===== config.mk =====
export PLATFORM = sky130hd
export DESIGN_NAME = sisc_fetch_unit_flat
export DESIGN_NICKNAME = d
export VERILOG_FILES = /design/src/rtl/sisc_fetch_if.sv /design/src/rtl/sisc_fetch_unit.sv /design/src/flat_wrapper.sv
export SDC_FILE = /design/constraint.sdc
export NUM_CORES = 1
export LEC_CHECK = 0
export ABC_CLOCK_PERIOD_IN_PS = 4200
export BUFFER_PORTS_ARGS = -buffer_cell sky130_fd_sc_hd__buf_2
export CAP_MARGIN = 10
export CELL_PAD_IN_SITES_DETAIL_PLACEMENT = 1
export CELL_PAD_IN_SITES_GLOBAL_PLACEMENT = 1
export CORE_MARGIN = 2
export CORE_UTILIZATION = 43
export CTS_CLUSTER_DIAMETER = 80
export DETAILED_ROUTE_END_ITERATION = 8
export GPL_TIMING_DRIVEN = 0
export PLACE_DENSITY_LB_ADDON = 0.1
export SYNTH_ARGS = -nofsm -noshare
export SYNTH_HDL_FRONTEND = slang
export SYNTH_SLANG_ARGS = --single-unit

===== constraint.sdc =====
create_clock -name clk -period 4.2 [get_ports clk]
set_input_delay 0.21 -clock clk [delete_from_list [all_inputs] [get_ports clk]]
set_output_delay 0.21 -clock clk [all_outputs]
set_load 0.05 [all_outputs]

===== src/rtl/sisc_fetch_if.sv =====
// Instruction-memory read port between the SISC fetch unit and imem.
// The requester holds imem_req and imem_addr until imem_ack or its own timeout.
interface sisc_fetch_if #(
  parameter int PC_W    = 16,
  parameter int INSTR_W = 32
) ();
  logic               imem_req;
  logic [PC_W-1:0]    imem_addr;
  logic               imem_ack;
  logic [INSTR_W-1:0] imem_rdata;

  modport master (output imem_req, output imem_addr, input imem_ack, input imem_rdata);
  modport slave  (input imem_req, input imem_addr, output imem_ack, output imem_rdata);
endinterface


===== src/rtl/sisc_fetch_unit.sv =====
// SISC fetch unit: owns PC and IR, executes control-FSM commands and runs a
// req/ack instruction fetch with timeout, reporting busy/valid/error status.
module sisc_fetch_unit #(
  parameter int PC_W     = 16,
  parameter int INSTR_W  = 32,
  parameter int MAX_WAIT = 15
) (
  input  logic               clk,
  input  logic               rst,
  input  logic               pc_rst,
  input  logic               pc_write,
  input  logic               pc_sel,
  input  logic               br_sel,
  input  logic               ir_load,
  sisc_fetch_if.master       bus,
  output logic [PC_W-1:0]    pc,
  output logic [INSTR_W-1:0] ir,
  output logic               fetch_busy,
  output logic               fetch_valid,
  output logic               fetch_err
);

  localparam int CNT_W = $clog2(MAX_WAIT + 1);
  // Branch offset is widened to at least 16 bits before truncation to PC_W.
  localparam int EXT_W = (PC_W > 16) ? PC_W : 16;

  typedef enum logic [1:0] {IDLE, REQ, DONE, TOUT} state_t;

  state_t             state_q, state_d;
  logic [PC_W-1:0]    pc_q, pc_next;
  logic [INSTR_W-1:0] ir_q;
  logic [PC_W-1:0]    addr_q;
  logic               req_q;
  logic               err_q;
  logic [CNT_W-1:0]   wait_cnt_q, cnt_inc;
  logic               start_fetch, take_ack, timeout, busy_load;
  logic [EXT_W-1:0]   br_rel_ext, br_abs_ext;

  assign br_rel_ext = EXT_W'($signed(ir_q[15:0]));
  assign br_abs_ext = EXT_W'(ir_q[15:0]);

  always_comb begin
    pc_next = pc_q;
    if (pc_rst)       pc_next = '0;
    else if (!pc_sel) pc_next = pc_q + PC_W'(1);
    else if (br_sel)  pc_next = br_abs_ext[PC_W-1:0];
    else              pc_next = pc_q + br_rel_ext[PC_W-1:0];
  end

  always_ff @(posedge clk or posedge rst) begin
    if (rst) state_q <= IDLE;
    else     state_q <= state_d;
  end

  // NOTE: every output of a combinational block gets a default first, so no
  // path through the case can leave a signal unassigned and infer a latch.
  always_comb begin
    state_d     = state_q;
    start_fetch = 1'b0;
    take_ack    = 1'b0;
    timeout     = 1'b0;
    cnt_inc     = wait_cnt_q + CNT_W'(1);
    busy_load   = ir_load && (state_q != IDLE);
    case (state_q)
      IDLE: if (ir_load) begin
        start_fetch = 1'b1;
        state_d     = REQ;
      end
      REQ: begin
        if (bus.imem_ack) begin
          take_ack = 1'b1;
          state_d  = DONE;
        end else if (cnt_inc == CNT_W'(MAX_WAIT)) begin
          timeout = 1'b1;
          state_d = TOUT;
        end
      end
      default: state_d = IDLE;
    endcase
  end

  // NOTE: sequential state uses non-blocking assignments so every register
  // samples pre-edge values; the branch target therefore sees the old IR.
  always_ff @(posedge clk or posedge rst) begin
    if (rst) begin
      pc_q       <= '0;
      ir_q       <= '0;
      addr_q     <= '0;
      req_q      <= 1'b0;
      err_q      <= 1'b0;
      wait_cnt_q <= '0;
    end else begin
      if (pc_write) pc_q <= pc_next;

      if (start_fetch) begin
        addr_q     <= pc_q;
        req_q      <= 1'b1;
        wait_cnt_q <= '0;
      end else if (state_q == REQ && !bus.imem_ack) begin
        wait_cnt_q <= cnt_inc;
      end

      if (take_ack) begin
        ir_q  <= bus.imem_rdata;
        req_q <= 1'b0;
      end else if (timeout) begin
        ir_q  <= '0;
        req_q <= 1'b0;
      end

      if (timeout || busy_load) err_q <= 1'b1;
    end
  end

  assign bus.imem_req  = req_q;
  assign bus.imem_addr = addr_q;
  assign pc            = pc_q;
  assign ir            = ir_q;
  assign fetch_busy    = (state_q != IDLE);
  assign fetch_valid   = (state_q == DONE) || (state_q == TOUT);
  assign fetch_err     = err_q;

endmodule

===== src/flat_wrapper.sv =====
// flat-port wrapper written by rule: the top's interface ports become plain ports
module sisc_fetch_unit_flat 
#(
  parameter int PC_W     = 16,
  parameter int INSTR_W  = 32,
  parameter int MAX_WAIT = 15
)
  (clk, rst, pc_rst, pc_write, pc_sel, br_sel, ir_load, pc, ir, fetch_busy, fetch_valid, fetch_err, bus_imem_req, bus_imem_addr, bus_imem_ack, bus_imem_rdata);
  sisc_fetch_if #(.PC_W(PC_W), .INSTR_W(INSTR_W)) bus_i ();
  input  logic clk;
  input  logic rst;
  input  logic pc_rst;
  input  logic pc_write;
  input  logic pc_sel;
  input  logic br_sel;
  input  logic ir_load;
  output logic [PC_W-1:0] pc;
  output logic [INSTR_W-1:0] ir;
  output logic fetch_busy;
  output logic fetch_valid;
  output logic fetch_err;
  output wire logic [$bits(bus_i.imem_req)-1:0] bus_imem_req;
  output wire logic [$bits(bus_i.imem_addr)-1:0] bus_imem_addr;
  input wire logic [$bits(bus_i.imem_ack)-1:0] bus_imem_ack;
  input wire logic [$bits(bus_i.imem_rdata)-1:0] bus_imem_rdata;
  assign bus_imem_req = bus_i.imem_req;
  assign bus_imem_addr = bus_i.imem_addr;
  assign bus_i.imem_ack = bus_imem_ack;
  assign bus_i.imem_rdata = bus_imem_rdata;
  sisc_fetch_unit #(.PC_W(PC_W), .INSTR_W(INSTR_W), .MAX_WAIT(MAX_WAIT)) u_core (.clk(clk), .rst(rst), .pc_rst(pc_rst), .pc_write(pc_write), .pc_sel(pc_sel), .br_sel(br_sel), .ir_load(ir_load), .bus(bus_i), .pc(pc), .ir(ir), .fetch_busy(fetch_busy), .fetch_valid(fetch_valid), .fetch_err(fetch_err));
endmodule

## Word-level counts from Yosys, hierarchy flattened

Cells that the tools add are included.

| storage, ports and cells | value |
|---|---|
| flip-flop bits (word level) | 72 |
| output and inout bits | 68 |

| operators by class | value |
|---|---|
| add/sub/neg operators | 3 |
| equality and inequality tests | 6 |
| muxes and demuxes | 21 |
| reductions and logical operators | 11 |

Operators with widths:

| kind | count |
|---|---|
| two-way mux 32 bit | 2 |
| two-way mux 16 bit | 3 |
| adder 16 x 1 -> 16 bit (second input constant) | 1 |
| adder 16 bit | 1 |
| two-way mux 1 bit | 10 |
| two-way mux 4 bit | 2 |
| two-way mux 2 bit | 3 |
| nonzero test 2 bit | 3 |
| adder 4 x 1 -> 4 bit (second input constant) | 1 |
| equality test 2 bit (second input constant) | 2 |
| equality test 4 bit (second input constant) | 1 |
| one-hot mux 2 bit (2 select lines) | 1 |
| != test 3 x 2 -> 1 bit (second input constant) | 1 |
| nonzero test 3 bit | 1 |
| equality test 2 x 1 -> 1 bit (second input constant) | 1 |
| logical AND 1 bit | 2 |
| logical NOT 2 bit | 1 |
| logical OR 1 bit | 2 |
| != test 2 bit (second input constant) | 1 |
| AND reduction 2 bit | 1 |
| logical NOT 1 bit | 1 |

## Longest topological paths before layout

| depth | value |
|---|---|
| depth after elaboration | 7 |
| gate-level depth with buffers | 9 |

## Worst setup path before layout

Ideal clock, no wire load.

| timing | value |
|---|---|
| path type | register to register |
| from | reg u_core.pc_q[0], in the netlist u_core.pc[0] |
| to | reg u_core.pc_q[14], in the netlist u_core.pc[14] |
| arrival | 2687 ps |
| required time | 4106 ps |
| path slack | 1419 ps |
| stages on the path, launching flop included | 10 |
| clock period less this slack | 2781 ps |
| path through | dfrtp_1 ha_1 inv_1 fa_1 and2b_1 o2111ai_1 a2111oi_2 o211ai_1 and4_1 a211oi_1 |

| between the ends | value |
|---|---|
| longest elaborated chain between the ends | 4 |
| elaborated cells between the ends (all ways) | 5 |
| those cells by class | add/sub: 2; mux: 3 |

Ends and longest elaborated chain:

| what | RTL line | text |
|---|---|---|
| start: declaration | sisc_fetch_unit.sv:30 | `logic [PC_W-1:0] pc_q, pc_next;` |
| start signal: assignment | sisc_fetch_unit.sv:93 | `if (pc_write) pc_q <= pc_next;` |
| adder 16 bit | sisc_fetch_unit.sv:47 | `else pc_next = pc_q + br_rel_ext[PC_W-1:0];` |
| two-way mux 16 bit | sisc_fetch_unit.sv:46 | `else if (br_sel) pc_next = br_abs_ext[PC_W-1:0];` |
| two-way mux 16 bit * | sisc_fetch_unit.sv:45 | `else if (!pc_sel) pc_next = pc_q + PC_W'(1);` |
| two-way mux 16 bit * | sisc_fetch_unit.sv:44 | `if (pc_rst) pc_next = '0;` |

Every way passes the cells marked *; elsewhere a longest branch is shown, timed or not.
A chain may end at the register's enable or synchronous reset.

## Worst setup path in the final report

Ends and elaborated chain as after synthesis.

==> impl_metrics.ini <==
[logic_synthesis]
postSynth.topFlopCell = sky130_fd_sc_hd__dfrtp_1
synth_edf_count = 0
synthDistinctLibCells = 64
synthesis.yosys.warnings = 0
post_synth_instance_area_mm2 = 0.00401
synth.top_cells.by_area = sky130_fd_sc_hd__dfrtp_1 45%, sky130_fd_sc_hd__a22o_1 7.0%, sky130_fd_sc_hd__ha_1 5.6%, sky130_fd_sc_hd__mux2_2 4.5%, sky130_fd_sc_hd__o21ai_0 3.2%
synth_fp_nets = 452
synthArstFlopShare_pct = 100
top_area_cell_type_share_of_the_netlist_area_pct = 44.9
synth_seq_cells = 72
synth_cells = 393
ys_seq_area_share_pct = 44.9
avgSynthCellArea_um2 = 10.2
synthDominantAreaCellType = sky130_fd_sc_hd__dfrtp_1

[setup_path]
critPathMaxFanout = 8
path_class = flop to flop
cp-start-kind = flop
timing.critical_path.required_ns = 4.45
endpoint_kind = flop
timing.critical_path.arrival_ns = 3.17

[pwr]
vdd.ir_drop.worst_mv = 0.494
sequentialPowerShare_pct = 30.1
static-leakage-power_nw = 2.47
combPwrFrac_pct = 55.8
swShare_pct = 53.3
design_power_total_mw = 4.36
pwr-share-clk_pct = 14.0
total_switching_power_mw = 2.33
power.density_cell_area_mw_per_mm2 = 885
internal_power_mw = 2.04

[timing]
timing.clock.skew_ns = 0.00679
report.final.setup_viol = 0
report.final.hold_viol_count = 0
worst_slew_pin_slew_ns = 0.706
timing.setup.tns_ns = 0
timing.slew.headroom_pct = 52.8
final_max_slew_viol_count = 0
maxClockFrequency_mhz = 342
min_period_ns = 2.92
final_min_period_over_clock_period_pct = 69.6
unrepaired_setup_endpoints_after_global_routing = false
whs_ns = 0.0874

[job]
max-cap-violations = 0

[detailed_routing]
avgRoutedWirePerCell_um = 20.0
vias = 3686
drc = 0
routed-wl-met2_mm = 6.36
routed-wl-met3_um = 564
post_drt_via_cell_ratio = 5.88
drtIter0Drc = 129
wl_met1_mm = 5.40
detail_route.wirelength_mm = 12.5
top_layer = met4
detail_route.first_pass.iterations = 4
detail-route-antenna-nets = 0

[grt]
globalRouteOverflowTotal = 0
grt_max_degree = 45
grt_pass1_vias = 3834
global_route_wire_length_before_repair_mm = 19.8
grt_usage_pct = 25.4
number_of_antenna_violations_at_the_first_check_in_global_routing = 0

[floorplanning]
start_util_pct = 43.8
boundaryPins = 108
dieArea_mm2 = 0.0101
dieHeight_um = 101
die_x_um = 101
placement_rows = 35
core-area_mm2 = 0.00915

[final_layout]
total_of_fill_cells_in_the_finished_design = 1081
insertedDiodeCount = 0
multi_input_area_mm2 = 0.00208
post_route_cells_drive_above_1_share_pct = 29.7
area_delta_synth_final_pct = 23.1
fin_nets = 570
final-seq-area_mm2 = 0.00180

[clock_tree]
numCtsBuffers = 9
source_to_sink_clock_delay_at_the_later_pin_of_the_worst_skew_pair_ns = 0.34
htree_levels = 3
clockBufferDepth = 2
tritoncts = built
clock-root-buffer = sky130_fd_sc_hd__clkbuf_8
clkSlewWorstSetupHoldPaths_ns = 0.08
clkSinkCount = 72
post_cts_buffers = 0

[place]
place.detailed.hpwl_mm = 9.34
final_gp_congestion = 0.876
placement.io_buffers = 105

[status]
result_of_the_run = complete, no violations

[hold_path]
min-delay-path-class = input port to flop
## final timing paths
kind / start / endpoint / slack, ns / cells past startpoint
max: u_core.pc[0] / u_core.pc[14] / 1.28 / 9
min: bus_imem_rdata[10] / u_core.ir[10] / 0.09 / 2
max reg2reg: u_core.pc[0] / u_core.pc[14] / 1.28 / 9
min reg2reg: u_core.fetch_err / u_core.fetch_err / 0.47 / 1
max in group asynchronous: rst / u_core.bus.imem_addr[10] / 3.25 / 4
min in group asynchronous: rst / u_core.ir[27] / 0.41 / 3
## repair_timing
item                                   CTS  global route
endpoints found under the hold margin   28             0
hold buffers                             1             0
gates resized for setup                  0             0
## layout make-up
type,instances,share of cell area (%)
clock inverters,6,1.88
repair buffers,107,11.4
multi-input cells,288,42.2
clock buffers,10,2.59
flip-flops and latches,72,36.5
plain buffers,20,1.57
inverters,13,1.04
well taps,111,2.82
## worst max-delay path: stages, from the launching register on
cell                        delay (ns)
sky130_fd_sc_hd__dfrtp_1          0.50
sky130_fd_sc_hd__ha_1             0.26
sky130_fd_sc_hd__inv_1            0.07
sky130_fd_sc_hd__fa_1             0.38
sky130_fd_sc_hd__and2b_1          0.25
sky130_fd_sc_hd__o2111ai_1        0.21
sky130_fd_sc_hd__a2111oi_2        0.53
sky130_fd_sc_hd__o211ai_1         0.19
sky130_fd_sc_hd__and4_1           0.22
sky130_fd_sc_hd__a211oi_1         0.21
## metrics by stage
step	utilization, %	instance area [um^2]	worst slack, ns	instances
after global placement	51.1	4670	1.23	609
after global routing	53.9	4930	1.04	627
after detailed placement	51.4	4700	1.32	610
after floorplan	-	4010	1.42	393
after CTS	53.9	4930	1.29	627
final	53.9	4930	1.28	627
## layer usage
layer / global-route usage, % / vias up
li1: - / 1708
met1: 31.6 / 1871
met2: 45.0 / 95
met3: 5.13 / 12
met4: 6.85 / 0
met5: 0 / -
## cells in the final DEF, fill, tap and decap left out, drive strengths merged, types with 5 or more instances in the layout
cell and n:
a21o 9, a21oi 15, a22o 32, buf 109, clkbuf 27, dfrtp 72
ha 18, inv 14, mux2 16, nand2 31, nand2b 5, nand3 9
nand4 5, nor2 19, nor2b 5, nor3 6, o211ai 7, o21a 6
o21ai 27, xnor2 5, xor2 7
## power by group through the flow
stage	sequential (mW)	clock, mW	combinational (mW)
2_1_floorplan	2.20	0	0.893
3_3_place_gp	1.31	0	2.39
3_5_place_dp	1.32	0	2.44
4_1_cts	1.31	0.627	2.45
5_1_grt	1.35	0.650	2.61
6_report	1.32	0.612	2.44
## synthesized netlist by cell type (2+ instances only)
master	n
sky130_fd_sc_hd__o21a_1	6
sky130_fd_sc_hd__a2bb2oi_1	3
sky130_fd_sc_hd__a221oi_1	4
sky130_fd_sc_hd__a22o_1	32
sky130_fd_sc_hd__a31oi_1	4
sky130_fd_sc_hd__and4_1	2
sky130_fd_sc_hd__nand2_1	31
sky130_fd_sc_hd__a21o_1	8
sky130_fd_sc_hd__and2_1	3
sky130_fd_sc_hd__or2_2	3
sky130_fd_sc_hd__or3b_2	2
sky130_fd_sc_hd__a211o_1	2
sky130_fd_sc_hd__inv_1	13
sky130_fd_sc_hd__o21ai_0	26
sky130_fd_sc_hd__mux2i_1	2
sky130_fd_sc_hd__ha_1	18
sky130_fd_sc_hd__o2bb2ai_1	2
sky130_fd_sc_hd__o211a_1	2
sky130_fd_sc_hd__a211oi_1	3
sky130_fd_sc_hd__or3_1	2
sky130_fd_sc_hd__o211ai_2	2
sky130_fd_sc_hd__nor3b_1	3
sky130_fd_sc_hd__mux2_2	16
sky130_fd_sc_hd__nand3_1	9
sky130_fd_sc_hd__o211ai_1	5
sky130_fd_sc_hd__nor2_1	19
sky130_fd_sc_hd__a21oi_1	14
sky130_fd_sc_hd__nand4_1	5
sky130_fd_sc_hd__buf_2	2
sky130_fd_sc_hd__dfrtp_1	72
sky130_fd_sc_hd__and3_1	3
sky130_fd_sc_hd__clkbuf_1	17
sky130_fd_sc_hd__nor3_1	6
sky130_fd_sc_hd__xor2_1	7
sky130_fd_sc_hd__nor4_1	3
sky130_fd_sc_hd__xnor2_1	5
sky130_fd_sc_hd__nand2b_1	5
sky130_fd_sc_hd__nor2b_1	5
sky130_fd_sc_hd__o2111ai_1	2
## kinds of logic (layout without fill, tap and decap cells)
| family | count (synthesis) | in the layout | share of synthesized area [%] |
|---|---|---|---|
| AO/OA/AOI/OAI | 132 | 132 | 24.4 |
| AND/OR/NAND/NOR | 107 | 107 | 13.7 |
| flip-flops | 72 | 72 | 44.9 |
| buffers and inverters | 33 | 156 | 3.15 |
| adder cells (fa/ha/maj) | 19 | 19 | 6.12 |
| multiplexers | 18 | 18 | 4.99 |
| XOR/XNOR | 12 | 12 | 2.62 |
## registers in the layout, indices dropped and copies added (netlist names)
name,flops
u_core.wait_cnt_q,4
u_core.bus.imem_req,1
u_core.pc,16
u_core.fetch_err,1
u_core.ir,32
u_core.bus.imem_addr,16
u_core.state_q,2
No activity file was read; power rests on OpenSTA's default activity.
